$ cat src/rtl/step_sequencer_if.sv
// Control, status and pattern-store write bus of the step sequencer.
// The slave modport is the sequencer's view; the master modport is the driver's view.
interface step_sequencer_if #(
  parameter int PATTERN_WIDTH    = 8,
  parameter int COUNT_WIDTH      = 4,
  parameter int DRUM_COUNT_WIDTH = 3,
  parameter int TEMPO_WIDTH      = 16
);
  logic                        start_i;
  logic                        stop_i;
  logic [TEMPO_WIDTH-1:0]      tempo_i;
  logic [COUNT_WIDTH-1:0]      len_i;
  logic                        wr_valid_i;
  logic [DRUM_COUNT_WIDTH-1:0] wr_drum_i;
  logic [PATTERN_WIDTH-1:0]    wr_pattern_i;
  logic                        wr_ready_o;
  logic [DRUM_COUNT_WIDTH-1:0] sel_o;
  logic [PATTERN_WIDTH-1:0]    pattern_o;
  logic                        en_o_n;
  logic [COUNT_WIDTH-1:0]      step_o;
  logic                        step_stb_o;
  logic                        loop_o;
  logic                        running_o;

  modport slave (
    input  start_i, stop_i, tempo_i, len_i, wr_valid_i, wr_drum_i, wr_pattern_i,
    output wr_ready_o, sel_o, pattern_o, en_o_n, step_o, step_stb_o, loop_o, running_o
  );

  modport master (
    output start_i, stop_i, tempo_i, len_i, wr_valid_i, wr_drum_i, wr_pattern_i,
    input  wr_ready_o, sel_o, pattern_o, en_o_n, step_o, step_stb_o, loop_o, running_o
  );
endinterface

$ cat src/rtl/step_sequencer.sv
// Drum-machine step sequencer: tempo-driven step counter with looping, plus an
// independent one-cycle write port into an external pattern store.
module step_sequencer #(
  parameter int PATTERN_WIDTH    = 8,
  parameter int COUNT_WIDTH      = 4,
  parameter int DRUM_COUNT       = 5,
  parameter int DRUM_COUNT_WIDTH = 3,
  parameter int TEMPO_WIDTH      = 16
) (
  input  logic             clk,
  input  logic             rst,
  step_sequencer_if.slave  bus
);
  typedef enum logic {IDLE, RUN}    play_state_t;
  typedef enum logic {WIDLE, WRITE} wr_state_t;

  play_state_t              state_reg, state_next;
  logic [COUNT_WIDTH-1:0]   step_reg, step_next;
  logic [COUNT_WIDTH-1:0]   len_reg, len_next;
  logic [TEMPO_WIDTH-1:0]   tick_reg, tick_next;
  logic [TEMPO_WIDTH-1:0]   tempo_reg, tempo_next;
  logic                     stb_reg, stb_next;
  logic                     loop_reg, loop_next;
  logic [COUNT_WIDTH-1:0]   eff_len;
  logic                     last_step;

  wr_state_t                   wstate_reg, wstate_next;
  logic [DRUM_COUNT_WIDTH-1:0] sel_reg, sel_next;
  logic [PATTERN_WIDTH-1:0]    pattern_reg, pattern_next;
  logic                        en_n_reg, en_n_next;
  logic                        accept;
  logic                        drum_ok;

  // Out-of-range loop lengths (0 or beyond the row) play the whole row.
  always_comb begin
    eff_len = bus.len_i;
    if (bus.len_i == '0 || 32'(bus.len_i) > PATTERN_WIDTH)
      eff_len = COUNT_WIDTH'(PATTERN_WIDTH);
  end

  // ">=" rather than "==" so a loop shortened below the current step wraps promptly.
  assign last_step = ({1'b0, step_reg} + (COUNT_WIDTH+1)'(1)) >= {1'b0, len_reg};

  always_comb begin
    state_next = state_reg;
    step_next  = step_reg;
    tick_next  = tick_reg;
    tempo_next = tempo_reg;
    len_next   = len_reg;
    stb_next   = 1'b0;
    loop_next  = 1'b0;
    case (state_reg)
      IDLE: begin
        if (bus.start_i && !bus.stop_i) begin
          state_next = RUN;
          step_next  = '0;
          tick_next  = '0;
          tempo_next = bus.tempo_i;
          len_next   = eff_len;
          stb_next   = 1'b1;
        end
      end
      RUN: begin
        if (bus.stop_i) begin
          state_next = IDLE;
          step_next  = '0;
          tick_next  = '0;
        end else if (tick_reg == tempo_reg) begin
          tick_next  = '0;
          stb_next   = 1'b1;
          tempo_next = bus.tempo_i;
          len_next   = eff_len;
          if (last_step) begin
            step_next = '0;
            loop_next = 1'b1;
          end else begin
            step_next = step_reg + COUNT_WIDTH'(1);
          end
        end else begin
          tick_next = tick_reg + TEMPO_WIDTH'(1);
        end
      end
      default: state_next = IDLE;
    endcase
  end

  always_ff @(posedge clk or posedge rst) begin
    if (rst) begin
      state_reg <= IDLE;
      step_reg  <= '0;
      tick_reg  <= '0;
      tempo_reg <= '0;
      len_reg   <= COUNT_WIDTH'(PATTERN_WIDTH);
      stb_reg   <= 1'b0;
      loop_reg  <= 1'b0;
    end else begin
      state_reg <= state_next;
      step_reg  <= step_next;
      tick_reg  <= tick_next;
      tempo_reg <= tempo_next;
      len_reg   <= len_next;
      stb_reg   <= stb_next;
      loop_reg  <= loop_next;
    end
  end

  // Requests to nonexistent drums still take the handshake slot but never strobe the store.
  always_comb begin
    accept       = bus.wr_valid_i && (wstate_reg == WIDLE);
    drum_ok      = 32'(bus.wr_drum_i) < DRUM_COUNT;
    wstate_next  = wstate_reg;
    sel_next     = sel_reg;
    pattern_next = pattern_reg;
    en_n_next    = 1'b1;
    case (wstate_reg)
      WIDLE: begin
        if (accept) begin
          wstate_next = WRITE;
          if (drum_ok) begin
            sel_next     = bus.wr_drum_i;
            pattern_next = bus.wr_pattern_i;
            en_n_next    = 1'b0;
          end
        end
      end
      WRITE:   wstate_next = WIDLE;
      default: wstate_next = WIDLE;
    endcase
  end

  always_ff @(posedge clk or posedge rst) begin
    if (rst) begin
      wstate_reg  <= WIDLE;
      sel_reg     <= '0;
      pattern_reg <= '0;
      en_n_reg    <= 1'b1;
    end else begin
      wstate_reg  <= wstate_next;
      sel_reg     <= sel_next;
      pattern_reg <= pattern_next;
      en_n_reg    <= en_n_next;
    end
  end

  assign bus.step_o     = step_reg;
  assign bus.step_stb_o = stb_reg;
  assign bus.loop_o     = loop_reg;
  assign bus.running_o  = (state_reg == RUN);
  assign bus.wr_ready_o = (wstate_reg == WIDLE);
  assign bus.sel_o      = sel_reg;
  assign bus.pattern_o  = pattern_reg;
  assign bus.en_o_n     = en_n_reg;
endmodule
$ cat src/flat_wrapper.sv
// flat-port wrapper written by rule: the top's interface ports become plain ports
module step_sequencer_flat 
#(
  parameter int PATTERN_WIDTH    = 8,
  parameter int COUNT_WIDTH      = 4,
  parameter int DRUM_COUNT       = 5,
  parameter int DRUM_COUNT_WIDTH = 3,
  parameter int TEMPO_WIDTH      = 16
)
  (clk, rst, bus_start_i, bus_stop_i, bus_tempo_i, bus_len_i, bus_wr_valid_i, bus_wr_drum_i, bus_wr_pattern_i, bus_wr_ready_o, bus_sel_o, bus_pattern_o, bus_en_o_n, bus_step_o, bus_step_stb_o, bus_loop_o, bus_running_o);
  step_sequencer_if #(.PATTERN_WIDTH(PATTERN_WIDTH), .COUNT_WIDTH(COUNT_WIDTH), .DRUM_COUNT_WIDTH(DRUM_COUNT_WIDTH), .TEMPO_WIDTH(TEMPO_WIDTH)) bus_i ();
  input  logic clk;
  input  logic rst;
  input wire logic [$bits(bus_i.start_i)-1:0] bus_start_i;
  input wire logic [$bits(bus_i.stop_i)-1:0] bus_stop_i;
  input wire logic [$bits(bus_i.tempo_i)-1:0] bus_tempo_i;
  input wire logic [$bits(bus_i.len_i)-1:0] bus_len_i;
  input wire logic [$bits(bus_i.wr_valid_i)-1:0] bus_wr_valid_i;
  input wire logic [$bits(bus_i.wr_drum_i)-1:0] bus_wr_drum_i;
  input wire logic [$bits(bus_i.wr_pattern_i)-1:0] bus_wr_pattern_i;
  output wire logic [$bits(bus_i.wr_ready_o)-1:0] bus_wr_ready_o;
  output wire logic [$bits(bus_i.sel_o)-1:0] bus_sel_o;
  output wire logic [$bits(bus_i.pattern_o)-1:0] bus_pattern_o;
  output wire logic [$bits(bus_i.en_o_n)-1:0] bus_en_o_n;
  output wire logic [$bits(bus_i.step_o)-1:0] bus_step_o;
  output wire logic [$bits(bus_i.step_stb_o)-1:0] bus_step_stb_o;
  output wire logic [$bits(bus_i.loop_o)-1:0] bus_loop_o;
  output wire logic [$bits(bus_i.running_o)-1:0] bus_running_o;
  assign bus_i.start_i = bus_start_i;
  assign bus_i.stop_i = bus_stop_i;
  assign bus_i.tempo_i = bus_tempo_i;
  assign bus_i.len_i = bus_len_i;
  assign bus_i.wr_valid_i = bus_wr_valid_i;
  assign bus_i.wr_drum_i = bus_wr_drum_i;
  assign bus_i.wr_pattern_i = bus_wr_pattern_i;
  assign bus_wr_ready_o = bus_i.wr_ready_o;
  assign bus_sel_o = bus_i.sel_o;
  assign bus_pattern_o = bus_i.pattern_o;
  assign bus_en_o_n = bus_i.en_o_n;
  assign bus_step_o = bus_i.step_o;
  assign bus_step_stb_o = bus_i.step_stb_o;
  assign bus_loop_o = bus_i.loop_o;
  assign bus_running_o = bus_i.running_o;
  step_sequencer #(.PATTERN_WIDTH(PATTERN_WIDTH), .COUNT_WIDTH(COUNT_WIDTH), .DRUM_COUNT(DRUM_COUNT), .DRUM_COUNT_WIDTH(DRUM_COUNT_WIDTH), .TEMPO_WIDTH(TEMPO_WIDTH)) u_core (.clk(clk), .rst(rst), .bus(bus_i));
endmodule
$ cat config.mk
export PLATFORM = sky130hd
export DESIGN_NAME = step_sequencer_flat
export DESIGN_NICKNAME = d
export VERILOG_FILES = /design/src/rtl/step_sequencer_if.sv /design/src/rtl/step_sequencer.sv /design/src/flat_wrapper.sv
export SDC_FILE = /design/constraint.sdc
export NUM_CORES = 1
export LEC_CHECK = 0
export BUFFER_PORTS_ARGS = -buffer_cell sky130_fd_sc_hd__buf_2
export CAP_MARGIN = 20
export CORE_ASPECT_RATIO = 0.5
export CORE_MARGIN = 1.5
export CORE_UTILIZATION = 49
export CTS_CLUSTER_SIZE = 8
export DETAILED_ROUTE_END_ITERATION = 8
export GPL_TIMING_DRIVEN = 0
export PLACE_DENSITY = 0.81
export SKIP_CTS_REPAIR_TIMING = 1
export SLEW_MARGIN = 25
export SYNTH_ARGS = -nofsm -noshare
export SYNTH_HDL_FRONTEND = slang
export SYNTH_SLANG_ARGS = --single-unit
$ cat constraint.sdc
create_clock -name clk -period 2 [get_ports clk]
set_input_delay 0.4 -clock clk [delete_from_list [all_inputs] [get_ports clk]]
set_output_delay 0.4 -clock clk [all_outputs]
set_load 0.05 [all_outputs]
==> results of run 1 <==
==> cell usage after synthesis (all sizes together) (5+ instances only) <==
cell / n / area (um2)
a22o: 5 / 43.8
a31oi: 5 / 31.3
buf: 5 / 36.3
clkbuf: 7 / 26.3
dfrtp: 54 / 1350
ha: 6 / 75.1
inv: 16 / 60.1
mux2: 26 / 323
mux2i: 6 / 60.1
nand2: 13 / 48.8
nand3: 20 / 100
nand4: 6 / 37.5
nor2: 11 / 41.3
nor3: 6 / 30.0
o21ai: 9 / 45.0
xor2: 19 / 166
==> path summary, 6_finish.rpt <==
check                                     start                   end  depth (start not counted)
hold / removal                              rst     u_core.wstate_reg                          2
max in group asynchronous                   rst   u_core.tick_reg[14]                          2
setup reg to reg           u_core.bus.step_o[0]  u_core.bus.step_o[3]                          6
min in group clk                 bus_tempo_i[8]   u_core.tempo_reg[8]                          2
hold reg to reg               u_core.wstate_reg     u_core.wstate_reg                          1
setup / recovery           u_core.bus.step_o[0]  u_core.bus.step_o[3]                          6
==> power by group through the flow <==
stage / logic, W / registers [W] / clock network, W
floorplan: 0.000320 / 0.00153 / 0
global placement: 0.000614 / 0.00137 / 0
detailed placement: 0.000635 / 0.00138 / 0
CTS: 0.000639 / 0.00136 / 0.000880
global route: 0.000765 / 0.00138 / 0.000927
finish: 0.000715 / 0.00136 / 0.000861
==> through the flow <==
stage,instances,power [W],TNS (ns)
2_1_floorplan,257,0.00185,-0.641
4_1_cts,393,0.00288,-16.22
3_3_place_gp,385,0.00199,-29.68
3_5_place_dp,385,0.00202,-11.87
5_1_grt,413,0.00307,-4.18
6_report,413,0.00294,-2.24
==> per-layer routing <==
layer | wire (um) | share of wire, % | global-route usage, % | vias up
li1 | - | - | - | 1084
met1 | 2920 | 44 | 27.9 | 1114
met2 | 3200 | 48 | 33.2 | 100
met3 | 448 | 6.7 | 4.10 | 12
met4 | 103 | 1.5 | 5.86 | 0
met5 | 0 | 0 | 0 | -
==> final cells by class <==
| type | count | share of cell area (%) |
|---|---|---|
| Multi-Input combinational cell | 173 | 39.2 |
| Sequential cell | 56 | 38.3 |
| Timing Repair Buffer | 77 | 12.4 |
| Clock buffer | 6 | 3.48 |
| Tap cell | 73 | 2.46 |
| Buffer | 10 | 1.99 |
| Inverter | 16 | 1.69 |
| Clock inverter | 2 | 0.439 |
==> logic make-up after synthesis <==
group           Yosys count  share of synthesized area [%]
mux                      32                           13.5
compound gates           36                           8.79
simple gates             77                           14.4
fa+ha+maj                 6                           2.65
flops                    56                           49.6
buf+inv                  28                           4.33
xor+xnor                 22                           6.80
==> cells in the final DEF (no fill, tap or decap), types with 3 or more instances in the layout <==
cell type   n
mux2i_1     6
buf_6       3
and3_1      4
xor2_1     18
dfrtp_1    42
a31o_2      4
o21ai_0     9
nor2_1     11
clkbuf_1    4
mux2_4      8
and4_1      4
a22o_1      5
nand3_1    19
dfrtp_2    12
nand4_1     6
buf_2      57
buf_4      20
ha_4        3
nand2_1    13
clkbuf_16   6
a31oi_1     4
mux2_2     18
nor4_2      4
nor3_1      4
inv_1      15
==> impl_metrics.tcl, run 1 <==
set metrics [dict create \
    synth.cell_area_um2 2830 \
    r2r_setup_slack_ns -0.18 \
    tightest_slew_ns 0.700 \
    fmax_ghz 0.459 \
    cp_num_buf_inv 0 \
    vias 2310 \
    p_per_area_nw_per_um2 793 \
    cp_top_family "simple AND/OR/NAND/NOR gates" \
    crit_path_top_delay_cell "or4_4" \
    regArea_um2 1420 \
    design.portCount 56 \
    synthArstFlopShare_pct 100 \
    antenna_found_initial 0 \
    slew_headroom_pct 53.3 \
    row_count 19 \
    cp_max_fo 4 \
    wl_per_cell_um 16.2 \
    globalRouteOverflowTotal 0 \
    routed_via_density 5.59 \
    worst_path_largest_cell_delay_ns 0.51 \
    synth_nets 299 \
    sw_frac_of_total_pct 30.4 \
    critPathCaptureType "flop" \
    drtIter0Drc 226 \
    syn_avg_cell_area_um2 11.0 \
    status "complete, but fails checks" \
    area_delta_synth_final_pct 30.9 \
    multi_input_area_um2 1460 \
    rsz0062_at_grt "yes" \
    drc 0 \
    clockPowerShare_pct 29.3 \
    hold_slack_ns 0.212 \
    fillers 428 \
    period_needed_ns 2.18 \
    p_leak_nw 1.75 \
    cts_buffer_depth 2 \
    p_comb_share_pct 24.3 \
    fin_util_pct 67.0 \
    tritoncts "yes" \
    grt_max_degree 57 \
    initial_core_util_pct 51.1 \
    violations "negative setup slack" \
    finClkSkew_ns 0.00672 \
    place.port_buffers 55 \
    drive_gt1_share_pct 46.2 \
    grt_usage_pct 20.4 \
    final_nets 381 \
    core_um2 5540 \
    grt_pass1_vias 2087 \
    cts_sinks 56 \
    synth_ff_type "dfrtp_1" \
    start_kind "flop" \
    diodes 0 \
    placed_area_um2 3260 \
    critPathArrivalTime_ns 2.39 \
    place_congestion 0.871 \
    ir_drop_v 0.000574 \
    synth-edff-count 0 \
    fp.dieW_um 111 \
    hold_viol_final 0 \
    antenna_left 0 \
    design_area_um2 3710 \
    yosys_warnings 0 \
    slew_violations 0 \
    cts_buffers 5 \
    dp_hpwl_um 4290 \
    share_seq_of_total_power_pct 46.4 \
    cts.clk_slew.worst_paths_ns 0.07 \
    min-delay-path-class "primary input to async pin" \
    grt_pass1_wl_um 10200 \
    seq_area_frac_synth_pct 49.6 \
    min_period_over_period_pct 109 \
    cellInternalPower_w 0.00205 \
    final-setup-viol-count 22 \
    place_worst_setup_slack_ns -0.413 \
    worstPathRequired_ns 2.21 \
    wirelength_um 6680 \
    drt-pass1-iter-count 5 \
    layout_setup_ws_ns -0.181 \
    netSwitchingPower_w 0.000894 \
    synthCells 257 \
    fp.dieH_um 56.8 \
    drv_cap 0 \
    clock_latency_ns 0.29 \
    cts_max_level 2 \
    clockRootBuffer "clkbuf_16" \
    timing.setup.critical_path_class "flop to flop" \
    ys_ff_latch 56 \
    ys_types 38 \
    path_cells "ha_1 > nand2b_4 > a2111oi_4 > nor3_2 > or4_4 > o22ai_1" \
    die-area_um2 6270 \
]
Note: power is estimated with default switching activity, not from simulation.
==> run 2, diff against run 1 <==
- CORE_UTILIZATION: 49 -> 55
- GPL_TIMING_DRIVEN: 0 -> unset
- PLACE_DENSITY: 0.81 -> 0.82
- clock period: 2 -> 2.19 ns (I/O delays scaled with it)
==> run 2 against run 1 <==
Against the previous run:
- the run still ends with negative setup slack left
- largest power group unchanged
- highest routed layer unchanged
- combinational power fell by 9.5%
- global-route usage is 3.0 points higher
- via count shrank 0.13%
==> impl_metrics.tcl, run 2 (synthesized netlist as in run 1, its figures left out) <==
set metrics [dict create \
    antenna_left 0 \
    drc 0 \
    cts_buffer_depth 2 \
    clock_latency_ns 0.32 \
    placedCellCount 395 \
    grt_max_degree 25 \
    final_cells 408 \
    tritoncts "yes" \
    final_nets 379 \
    core_um2 4930 \
    min-delay-path-class "primary input to async pin" \
    p_per_area_nw_per_um2 710 \
    slew_violations 0 \
    wl_per_cell_um 16.0 \
    clockRootBuffer "clkbuf_8" \
    vias 2307 \
    design.portCount 56 \
    drv_cap 0 \
    use_met2_pct 40.7 \
    drt-pass1-iter-count 4 \
    worstPathRequired_ns 2.42 \
    start_kind "flop" \
    grt_use_met3_pct 4.48 \
    critPathArrivalTime_ns 2.42 \
    min_period_over_period_pct 100 \
    slew_headroom_pct 65.3 \
    place_congestion 0.911 \
    p_leak_nw 1.75 \
    tightest_slew_ns 0.514 \
    diodes 0 \
    hold_slack_ns 0.120 \
    grt_pass1_vias 2080 \
    layout_setup_ws_ns -0.00383 \
    final-setup-viol-count 1 \
    timing.setup.critical_path_class "flop to flop" \
    cts_sinks 56 \
    p_total_w 0.00258 \
    layout_common_cells "55 x buf_2, 50 x dfrtp_1, 28 x buf_4" \
    cts_max_level 2 \
    row_count 18 \
    status "complete, but fails checks" \
    ir_drop_v 0.000390 \
    grt_pass1_wl_um 10000 \
    routed_via_density 5.65 \
    area_delta_synth_final_pct 28.1 \
    met1_usage_pct 30.5 \
    rsz0062_at_grt "yes" \
    place_worst_setup_slack_ns -0.00759 \
    hold_viol_final 0 \
    grt_usage_pct 23.3 \
    fin_util_pct 73.6 \
    cts_buffers 5 \
    dp_hpwl_um 4420 \
    place.port_buffers 55 \
    drive_gt1_share_pct 43.5 \
    antenna_found_initial 0 \
    cp_max_fo 5 \
    critPathCaptureType "flop" \
    final_common_cell "buf_2" \
    cts.clk_slew.worst_paths_ns 0.10 \
    violations "negative setup slack" \
    die-area_um2 5620 \
    wirelength_um 6520 \
    initial_core_util_pct 57.4 \
    fmax_ghz 0.456 \
    fp.dieW_um 104 \
    globalRouteOverflowTotal 0 \
    busiest_layer "met2" \
    period_needed_ns 2.19 \
    finClkSkew_ns 0.00503 \
    fp.dieH_um 53.7 \
    drtIter0Drc 204 \
]
run 2: cell count changes in the layout (fill, tap and decap cells not counted), sizes merged:
cell | before | now
inv | 16 | 17
clkinv | 1 | 0
buf | 81 | 85
clkinvlp | 1 | 0
bufinv | 0 | 1
clkbuf | 12 | 6
run 2: where the power goes:
| group | leakage [nW] | switching, W | internal (W) |
|---|---|---|---|
| Sequential | 0.699 | 0.0000830 | 0.00116 |
| Combinational | 0.992 | 0.000375 | 0.000272 |
| Clock | 0.0558 | 0.000340 | 0.000346 |
run 2: final cells by class:
cell class | instances | area, um2
sequential | 56 | 1410
multi-input combinational | 173 | 1440
inverter | 16 | 60.1
clock inverter | 2 | 38.8
tap | 70 | 87.6
clock buffer | 6 | 72.6
fill | 332 | 1300
timing repair buffer | 85 | 526
run 2: through the flow:
stage | area [um2] | setup TNS (ns)
6_report | 3630 | -0.00383
5_1_grt | 3630 | -0.280
4_1_cts | 3510 | -0.0784
3_5_place_dp | 3400 | -0.00759
3_3_place_gp | 3400 | 0
2_1_floorplan | 2890 | -0.0626
run 2: path summary, 6_finish.rpt:
check | depth (start not counted) | start | slack [ns] | to
max | 8 | u_core.bus.step_o[0] | -0.004 | u_core.bus.step_o[1]
min | 2 | rst | 0.12 | u_core.tempo_reg[15]
max reg2reg | 8 | u_core.bus.step_o[0] | -0.004 | u_core.bus.step_o[1]
min reg2reg | 1 | u_core.wstate_reg | 0.47 | u_core.wstate_reg
max in group asynchronous | 3 | rst | 1.46 | u_core.bus.en_o_n
min in group clk | 2 | bus_tempo_i[6] | 0.35 | u_core.tempo_reg[6]
run 2: routing by layer:
layer  vias up  routed length [um]
met3        21                 427
met2       109                3080
met5         -                   0
met4         0                 143
met1      1100                2860
li1       1077                   -
run 2: worst max-delay path, cell delays in order (launching register included):
cell,delay [ns]
dfrtp_2,0.44
nand3_2,0.11
xnor2_2,0.20
inv_2,0.07
ha_4,0.18
a2111oi_4,0.30
nor3_2,0.10
or4_4,0.53
o22ai_2,0.19
